==> config.mk <==
export PLATFORM = sky130hd
export DESIGN_NAME = rand_range_mapper
export DESIGN_NICKNAME = d
export VERILOG_FILES = /design/src/rtl/rand_range_mapper.sv
export SDC_FILE = /design/constraint.sdc
export NUM_CORES = 1
export LEC_CHECK = 0
export BUFFER_PORTS_ARGS = -buffer_cell sky130_fd_sc_hd__buf_2
export CAP_MARGIN = 30
export CORE_AREA = 5 5 87 89
export CTS_CLUSTER_DIAMETER = 80
export DETAILED_ROUTE_END_ITERATION = 10
export DIE_AREA = 0 0 92 94
export GPL_ROUTABILITY_DRIVEN = 0
export GPL_TIMING_DRIVEN = 0
export PLACE_DENSITY_LB_ADDON = 0.15
export SLEW_MARGIN = 20
export SYNTH_ARGS = -nofsm -noshare
export SYNTH_HDL_FRONTEND = slang
export SYNTH_SLANG_ARGS = --single-unit
==> constraint.sdc <==
create_clock -name clock -period 2.37 [get_ports clock]
set_input_delay 0.474 -clock clock [delete_from_list [all_inputs] [get_ports clock]]
set_output_delay 0.474 -clock clock [all_outputs]
set_load 0.005 [all_outputs]
==> src/rtl/rand_range_mapper.sv <==
// Maps a free-running random word onto an unbiased value in [0, RANGE-1]
// using rejection sampling followed by a bit-serial restoring remainder.
module rand_range_mapper #(
    parameter int WIDTH     = 13,
    parameter int RANGE     = 160,
    parameter int VALUE_W   = 8,
    parameter int MAX_TRIES = 8
) (
    input  logic               clock,
    input  logic               reset,
    input  logic [WIDTH-1:0]   rnd_in,
    input  logic               req,
    output logic               busy,
    output logic               valid,
    output logic [VALUE_W-1:0] value
);

    localparam int SAFE_RANGE = (RANGE < 1) ? 1 : RANGE;
    localparam int SAFE_TRIES = (MAX_TRIES < 1) ? 1 : MAX_TRIES;
    localparam int LIMIT      = ((2 ** WIDTH) / SAFE_RANGE) * SAFE_RANGE;
    localparam int REM_W      = $clog2(SAFE_RANGE) + 1;
    localparam int IDX_W      = (WIDTH > 1) ? $clog2(WIDTH) : 1;
    localparam int TRY_W      = $clog2(SAFE_TRIES + 1);

    localparam logic [WIDTH:0]   LIMIT_V     = (WIDTH + 1)'(LIMIT);
    localparam logic [REM_W:0]   RANGE_V     = (REM_W + 1)'(SAFE_RANGE);
    localparam logic [TRY_W-1:0] TRIES_MAX_V = TRY_W'(SAFE_TRIES);
    localparam logic [TRY_W-1:0] TRY_ONE     = TRY_W'(1);
    localparam logic [IDX_W-1:0] IDX_TOP     = IDX_W'(WIDTH - 1);
    localparam logic [IDX_W-1:0] IDX_ONE     = IDX_W'(1);
    localparam logic [IDX_W-1:0] IDX_ZERO    = IDX_W'(0);

    generate
        if (RANGE < 1 || RANGE > (2 ** VALUE_W) || RANGE > (2 ** WIDTH) || MAX_TRIES < 1) begin : g_param_err
            $error("rand_range_mapper: illegal parameter combination");
        end
    endgenerate

    typedef enum logic [1:0] {
        ST_IDLE   = 2'd0,
        ST_CHECK  = 2'd1,
        ST_DIVIDE = 2'd2
    } state_t;

    state_t           state_r;
    logic [WIDTH-1:0] sample_r;
    logic [TRY_W-1:0] tries_r;
    logic [IDX_W-1:0] idx_r;
    logic [REM_W-1:0] rem_r;

    logic             reject_s;
    logic [REM_W:0]   trial_s;
    logic [REM_W-1:0] rem_next_s;

    // Rejection decision and one restoring-remainder step on the current bit.
    always_comb begin
        reject_s   = 1'b0;
        trial_s    = {rem_r, sample_r[idx_r]};
        rem_next_s = {REM_W{1'b0}};
        if (({1'b0, sample_r} >= LIMIT_V) && (tries_r < TRIES_MAX_V)) begin
            reject_s = 1'b1;
        end else begin
            reject_s = 1'b0;
        end
        // rem < RANGE before the shift, so trial < 2*RANGE and one subtract suffices.
        if (trial_s >= RANGE_V) begin
            rem_next_s = REM_W'(trial_s - RANGE_V);
        end else begin
            rem_next_s = REM_W'(trial_s);
        end
    end

    // Control FSM with registered handshake outputs.
    always_ff @(posedge clock) begin
        if (reset) begin
            state_r  <= ST_IDLE;
            sample_r <= {WIDTH{1'b0}};
            tries_r  <= {TRY_W{1'b0}};
            idx_r    <= IDX_ZERO;
            rem_r    <= {REM_W{1'b0}};
            busy     <= 1'b0;
            valid    <= 1'b0;
            value    <= {VALUE_W{1'b0}};
        end else begin
            valid <= 1'b0;
            case (state_r)
                ST_IDLE: begin
                    if (req) begin
                        sample_r <= rnd_in;
                        tries_r  <= TRY_ONE;
                        state_r  <= ST_CHECK;
                        busy     <= 1'b1;
                    end else begin
                        busy <= 1'b0;
                    end
                end
                ST_CHECK: begin
                    if (reject_s) begin
                        sample_r <= rnd_in;
                        tries_r  <= tries_r + TRY_ONE;
                    end else begin
                        rem_r   <= {REM_W{1'b0}};
                        idx_r   <= IDX_TOP;
                        state_r <= ST_DIVIDE;
                    end
                end
                ST_DIVIDE: begin
                    rem_r <= rem_next_s;
                    if (idx_r == IDX_ZERO) begin
                        value   <= VALUE_W'(rem_next_s);
                        valid   <= 1'b1;
                        busy    <= 1'b0;
                        state_r <= ST_IDLE;
                    end else begin
                        idx_r <= idx_r - IDX_ONE;
                    end
                end
                default: begin
                    state_r <= ST_IDLE;
                    busy    <= 1'b0;
                end
            endcase
        end
    end

endmodule

==> results of run 1 <==
==> metrics by stage <==
step                      hold slack, ns  total power, mW  cells  instance area (um2)
after global placement             0.441            0.946    335                 2190
after CTS                          0.431             1.42    343                 2280
after global routing               0.443             1.47    343                 2280
after floorplan                    0.429            0.889    231                 1970
final                              0.437             1.40    343                 2280
after detailed placement           0.444            0.945    335                 2190
==> cells in the mapped netlist (all sizes together) <==
cell / n / area [um2]
nand4: 1 / 12.5
nor3b: 3 / 22.5
o21a: 1 / 7.51
ha: 3 / 37.5
nand4b: 2 / 17.5
o31a: 1 / 8.76
o31ai: 7 / 52.6
and3: 1 / 6.26
o21ai: 18 / 90.1
o311ai: 2 / 17.5
nor4: 1 / 21.3
dfxtp: 42 / 841
nor3: 8 / 40.0
a211oi: 3 / 22.5
mux2i: 4 / 40.0
inv: 7 / 26.3
o2111ai: 1 / 8.76
and2b: 1 / 7.51
nand2: 21 / 78.8
a21oi: 31 / 163
clkbuf: 11 / 41.3
mux4: 1 / 26.3
nor2b: 1 / 6.26
a31oi: 4 / 25.0
buf: 7 / 61.3
and2: 1 / 6.26
or3b: 1 / 8.76
nor2: 10 / 40.0
nand3: 24 / 120
or3: 1 / 6.26
or4: 5 / 41.3
o211ai: 1 / 7.51
nand2b: 2 / 20.0
mux2: 1 / 11.3
nand3b: 2 / 15.0
a21o: 1 / 7.51
==> per-layer routing <==
layer	vias to the layer above	GRT usage
li1	902	-
met2	30	0.210
met5	-	0
met4	0	0.0359
met1	807	0.156
met3	5	0.0296
==> worst reg2reg max path: stages, from the launching register on <==
cell,delay [ns]
dfxtp_1,0.38
inv_1,0.13
ha_1,0.19
or3b_2,0.52
a21oi_2,0.34
or4_1,0.18
a21oi_1,0.06
==> worst paths after layout <==
| path | startpoint | endpoint | cells past startpoint |
|---|---|---|---|
| setup / recovery | idx_r[0] | idx_r[1] | 6 |
| hold / removal | rnd_in[4] | sample_r[4] | 3 |
| setup reg to reg | idx_r[0] | idx_r[1] | 6 |
| hold reg to reg | value[2] | value[2] | 2 |
==> cells by family after synthesis <==
logic type	after synthesis
simple gates	85
fa+ha+maj	3
compound gates	70
mux	6
flops	42
buf+inv	25
==> state kept, by name (all words and copies together), names as in the netlist <==
register / flops
value: 8
valid: 1
busy: 1
idx_r: 4
sample_r: 13
rem_r: 9
state_r: 2
tries_r: 4
==> area by class of cell <==
cell class,instances,area (um2)
fill,741,4400
multi-input combinational,164,996
sequential,42,841
timing repair buffer,24,120
buffer,18,103
tap,80,100
clock buffer,7,86.3
inverter,7,26.3
clock inverter,1,5.00
==> where the power goes <==
group	internal, mW	leakage, nW	switching, mW
Combinational	0.0679	0.451	0.102
Clock	0.235	0.0482	0.234
Sequential	0.734	0.342	0.0237
==> reports/results.tsv, run 1 <==
stage	metric	value	unit
final_layout	commonest non-fill, non-tap cell in the layout	dfxtp_1	
clock_tree	CTS tree	yes	
clock_tree	clock sinks	42	
clock_tree	H-tree levels	2	
yosys	sequential fraction of the synthesis area	0.428	
clock_tree	post-CTS setup buffer count	0	
final_layout	Antenna diodes	0	
clock_tree	post-CTS sizing	0	
final_layout	most frequent cells in the layout	dfxtp_1 (42), a21oi_1 (29), buf_2 (25)	
timing	crit share post-route	0.814	
yosys	Synth Area in Compound Gates	0.209	
drt	via/cell ratio	5.08	
yosys	post-synth cell types	42	
die	row count	30	
setup_path	Crit Path Max Fanout	8	
timing	unrepaired setup endpoints after global routing	false	
drt	metal2 WL	2310	um
clock_tree	Post-CTS Hold Buffers	0	
final_layout	share of cells above drive strength 1	0.179	
drt	WL met3	189	um
setup_path	crit end category	flop	
setup_path	slowest stage delay, CP	0.52	ns
drt	ANT nets after route	0	
die	# IOs	26	
drt	wire per inst	14.5	um
yosys	FF+latch count, synth	42	
clock_tree	clk slew on worst S/H paths	0.08	ns
setup_path	CP arrival	2.08	ns
drt	first-pass iteration count of the detailed router	4	
timing	Final Hold Vio Count	0	
drt	total wire length	4990	um
setup_path	register-to-register setup slack	0.44	ns
setup_path	CP required	2.52	ns
timing	Final min period	1.93	ns
drt	DRC Markers	0	
worst_hold_path	Tightest Hold Check Type	input port to flop	
timing	Final setup viols	0	
pwr	Leakage	0.841	nW
die	Initial Utilization	0.294	
clock_tree	clk_lat worst skew	0.28	ns
yosys	XOR/XNOR Fraction of Synth Area	0	
clock_tree	CTS root buffer	clkbuf_8	
yosys	proportion of synthesized area in mux cells	0.0395	
yosys	simple-gate share of the synthesized area	0.239	
die	Core Region	6680	um2
setup_path	Buf/Inv on CP	1	
final_layout	Layout area overhead	15.8	%
global_route	initial antenna violation count	0	
timing	maximum clock frequency	0.518	GHz
setup_path	crit-path leading delay family	simple AND/OR/NAND/NOR gates	
timing	final slew viol count	0	
yosys	Post-Syn Area	1970	um2
place	# port buffers	24	
outcome	status	complete, no violations	
yosys	Synthesis Warnings	0	
timing	Least-Margin Pin Slew	0.656	ns
timing	Fin Setup TNS	0	ns
yosys	largest family of logic cells by synthesized area	simple AND/OR/NAND/NOR gates	
pwr	Pwr Density	613	nW/um2
setup_path	cells along the critical path	inv_1, ha_1, or3b_2, a21oi_2, or4_1, a21oi_1	
drt	via count	1744	
global_route	number of global-route vias before repair	1793	
die	Die X-Extent	92	um
timing	clock skew	0.00856	ns
yosys	Syn Area/Cell	8.51	um2
clock_tree	worst-case clock buffer depth	2	
setup_path	CP Class	flop to flop	
setup_path	CP max-delay cell	or3b_2	
final_layout	fin nets	281	
clock_tree	CTS Buf Count	5	
die	DIE HEIGHT	94	um
drt	top layer in use	met4	
timing	slew margin rel.	0.563	
global_route	total track usage	0.124	
job	maxcap violations	0	
timing	final setup margin	0.440	ns
yosys	Mapped Cells	231	
global_route	largest net degree at the start of global routing	13	
final_layout	post-layout util	0.341	
drt	wl on met1	2430	um
place	pre-CTS WS	0.448	ns
global_route	global-route wire length before repair	8640	um
yosys	Adder-Cell Fraction of Synth Area	0.0191	
setup_path	CP Launch Type	flop	
pwr	peak supply drop	0.254	mV
yosys	Net Count, Synth	250	
drt	DRT iter0 DRCs	51	
place	hpwl dp	3600	um
global_route	grt ovf	0	
die	Die ar.	8650	um2
Note: power is estimated with default switching activity, not from simulation.
==> run 2, diff against run 1 <==
- ABC_AREA: default -> 1
- clock period: 2.37 -> 1.75 ns (I/O delays scaled with it)
==> run 2 against run 1 <==
Hold slack lost 0.16 ns. Maximum frequency increased by 21%. Highest routed layer unchanged. Sequential power is 37% higher. Clock-buffer cell count decreased by 1. Final cell count grew 10%. Wire length is 9.7% lower. Clock power is 43% higher. Non-clock buffer count down 7. Sequential share of layout area is 0.51 points higher. Global-route usage fell by 1.0 points. Cell area down 1.4%. Worst setup slack got worse by 0.29 ns.
==> reports/results.tsv, run 2 <==
stage	metric	value	unit
outcome	status	complete, no violations	
final_layout	Largest register FFs	13	
yosys	Adder-Cell Fraction of Synth Area	0.0195	
setup_path	CP Launch Type	flop	
worst_hold_path	WHS Path Cells	3	
place	hpwl dp	3230	um
clock_tree	CTS tree	yes	
drt	wire per inst	11.9	um
final_layout	Largest Register	sample_r	
global_route	total track usage	0.114	
setup_path	cells along the critical path	buf_2, inv_4, ha_1, nand3_1, nor2_2, inv_2, buf_6, o21ai_0, inv_1	
setup_path	CP Class	flop to flop	
global_route	largest net degree at the start of global routing	14	
timing	worst hold slack	0.272	ns
global_route	global-route wire length before repair	7780	um
yosys	Mapped Cells	265	
die	# IOs	26	
clock_tree	CTS root buffer	clkbuf_8	
timing	Fin Setup TNS	0	ns
die	row count	30	
timing	maximum clock frequency	0.627	GHz
yosys	largest family of logic cells by synthesized area	simple AND/OR/NAND/NOR gates	
yosys	post-synth cell types	28	
setup_path	CP Depth	9	
yosys	sequential fraction of the synthesis area	0.437	
job	maxcap violations	0	
final_layout	Layout area overhead	16.8	%
final_layout	fin nets	316	
timing	Final setup viols	0	
yosys	top-count cell post-synth	nand2_1	
setup_path	critical path startpoint	idx_r[0]	
drt	via/cell ratio	4.51	
clock_tree	clock sinks	42	
timing	slew margin rel.	0.620	
drt	ANT nets after route	0	
yosys	FF+latch count, synth	42	
timing	crit share post-route	0.912	
timing	unrepaired setup endpoints after global routing	false	
worst_hold_path	Tightest Hold Check Type	input port to flop	
clock_tree	Post-CTS Hold Buffers	0	
setup_path	Buf/Inv on CP	5	
setup_path	worst setup path endpoint	value[7]	
yosys	post-synthesis async set-or-reset flop share	0	
yosys	XOR/XNOR Fraction of Synth Area	0.0137	
die	Initial Utilization	0.288	
yosys	largest area contributor in the netlist	dfxtp_1	
timing	final setup margin	0.155	ns
clock_tree	clk slew on worst S/H paths	0.09	ns
clock_tree	clk_lat worst skew	0.30	ns
yosys	number of synthesized flops with an enable pin	0	
timing	final slew viol count	0	
yosys	Commonest cells post-synth	nand2_1 (52), dfxtp_1 (42), nor2_1 (39), nand3_1 (31), inv_1 (24)	
setup_path	worst r2r src	idx_r[0]	
die	Die ar.	8650	um2
pwr	Pwr Density	891	nW/um2
yosys	top cell type's share of synthesized area	0.437	
final_layout	most frequent cells in the layout	nand2_1 (52), dfxtp_1 (42), nor2_1 (39)	
yosys	Synth area leaders	dfxtp_1 (44%), nand2_1 (10%), nand3_1 (8.1%), nor2_1 (7.6%), inv_1 (4.7%)	
setup_path	CP arrival	1.80	ns
setup_path	slowest stage delay, CP	0.30	ns
drt	DRT iter0 DRCs	74	
drt	via count	1706	
yosys	Syn Area/Cell	7.26	um2
global_route	grt ovf	0	
yosys	proportion of synthesized area in mux cells	0	
global_route	initial antenna violation count	0	
yosys	Synthesis Warnings	0	
yosys	Synth Area in Compound Gates	0.110	
setup_path	r2r endpoint	value[7]	
yosys	Post-Syn Area	1920	um2
place	pre-CTS WS	0.0912	ns
final_layout	final cell count without fillers	378	
final_layout	biggest regs	sample_r: 13 flops, rem_r: 9 flops, value: 8 flops	
setup_path	worst reg2reg path depth	9	
pwr	Leakage	1.00	nW
final_layout	commonest non-fill, non-tap cell in the layout	nand2_1	
clock_tree	worst-case clock buffer depth	2	
yosys	ys flop type	dfxtp_1	
clock_tree	post-CTS setup buffer count	0	
yosys	Net Count, Synth	284	
die	DIE HEIGHT	94	um
timing	clock skew	0.00619	ns
drt	DRC Markers	0	
setup_path	crit end category	flop	
final_layout	share of cells above drive strength 1	0.201	
setup_path	crit-path leading delay family	buffers and inverters	
place	Placed Instances	370	
drt	first-pass iteration count of the detailed router	4	
setup_path	CP required	1.95	ns
timing	Least-Margin Pin Slew	0.570	ns
die	Die X-Extent	92	um
yosys	simple-gate share of the synthesized area	0.327	
place	# port buffers	25	
timing	Final min period	1.60	ns
drt	total wire length	4510	um
final_layout	Antenna diodes	0	
setup_path	Crit Path Max Fanout	10	
timing	Final Hold Vio Count	0	
clock_tree	CTS Buf Count	5	
setup_path	register-to-register setup slack	0.15	ns
die	Core Region	6680	um2
global_route	number of global-route vias before repair	1674	
clock_tree	H-tree levels	2	
pwr	peak supply drop	0.257	mV
setup_path	CP max-delay cell	dfxtp_1	
## run 2: cell families after synthesis
logic type / after synthesis
AO/OA/AOI/OAI: 39
XOR/XNOR: 3
adder cells (fa/ha/maj): 3
buffers and inverters: 41
flip-flops: 42
AND/OR/NAND/NOR: 137
## run 2: how the worst min path moves through the flow
| stage | slack, ns | startpoint | end |
|---|---|---|---|
| after global placement | 0.45 | value[1] | value[1] |
| final | 0.27 | rnd_in[2] | sample_r[2] |
| after CTS | 0.27 | rnd_in[8] | sample_r[8] |
| after floorplan | 0.44 | tries_r[3] | tries_r[3] |
| after detailed placement | 0.46 | value[3] | value[3] |
| after global routing | 0.27 | rnd_in[5] | sample_r[5] |
## run 2: stage by stage
stage	util	instance area, um2	power (mW)
2_1_floorplan	-	1920	1.27
3_3_place_gp	0.322	2150	1.35
3_5_place_dp	0.322	2150	1.35
4_1_cts	0.336	2240	2.03
5_1_grt	0.336	2250	2.13
6_report	0.336	2250	2.00
## run 2: area by class of cell
type	instances	area, um2
clock buffer	6	82.6
tap	80	100
fill	761	4440
buffer	10	62.6
multi-input combinational	182	903
clock inverter	2	12.5
timing repair buffer	25	125
sequential	42	841
inverter	31	119
## run 2: where the power goes
group          total, mW  switching (mW)  internal (mW)  leakage (nW)
sequential          1.04          0.0321           1.00         0.343
combinational      0.293           0.189          0.104         0.611
clock              0.674           0.356          0.318        0.0472
## run 2: metal layers
metal / up-vias / routed length, um / GRT usage / part of all wire
li1: 910 / - / - / -
met1: 773 / 2210 / 0.138 / 0.49
met2: 18 / 2070 / 0.192 / 0.46
met3: 5 / 165 / 0.0329 / 0.037
met4: 0 / 64 / 0.0408 / 0.014
met5: - / 0 / 0 / 0
## run 2: timing repair
| action | in CTS | in global routing |
|---|---|---|
| gates resized for setup | 0 | 1 |
| setup endpoints to repair | 0 | 3 |
| endpoints found under the hold margin | 0 | 0 |
## run 2: worst reg2reg max path, stage by stage (launching register included)
cell and delay [ns]:
dfxtp_1 0.30, buf_2 0.18, inv_4 0.12, ha_1 0.19, nand3_1 0.12, nor2_2 0.16
inv_2 0.08, buf_6 0.15, o21ai_0 0.16, inv_1 0.05
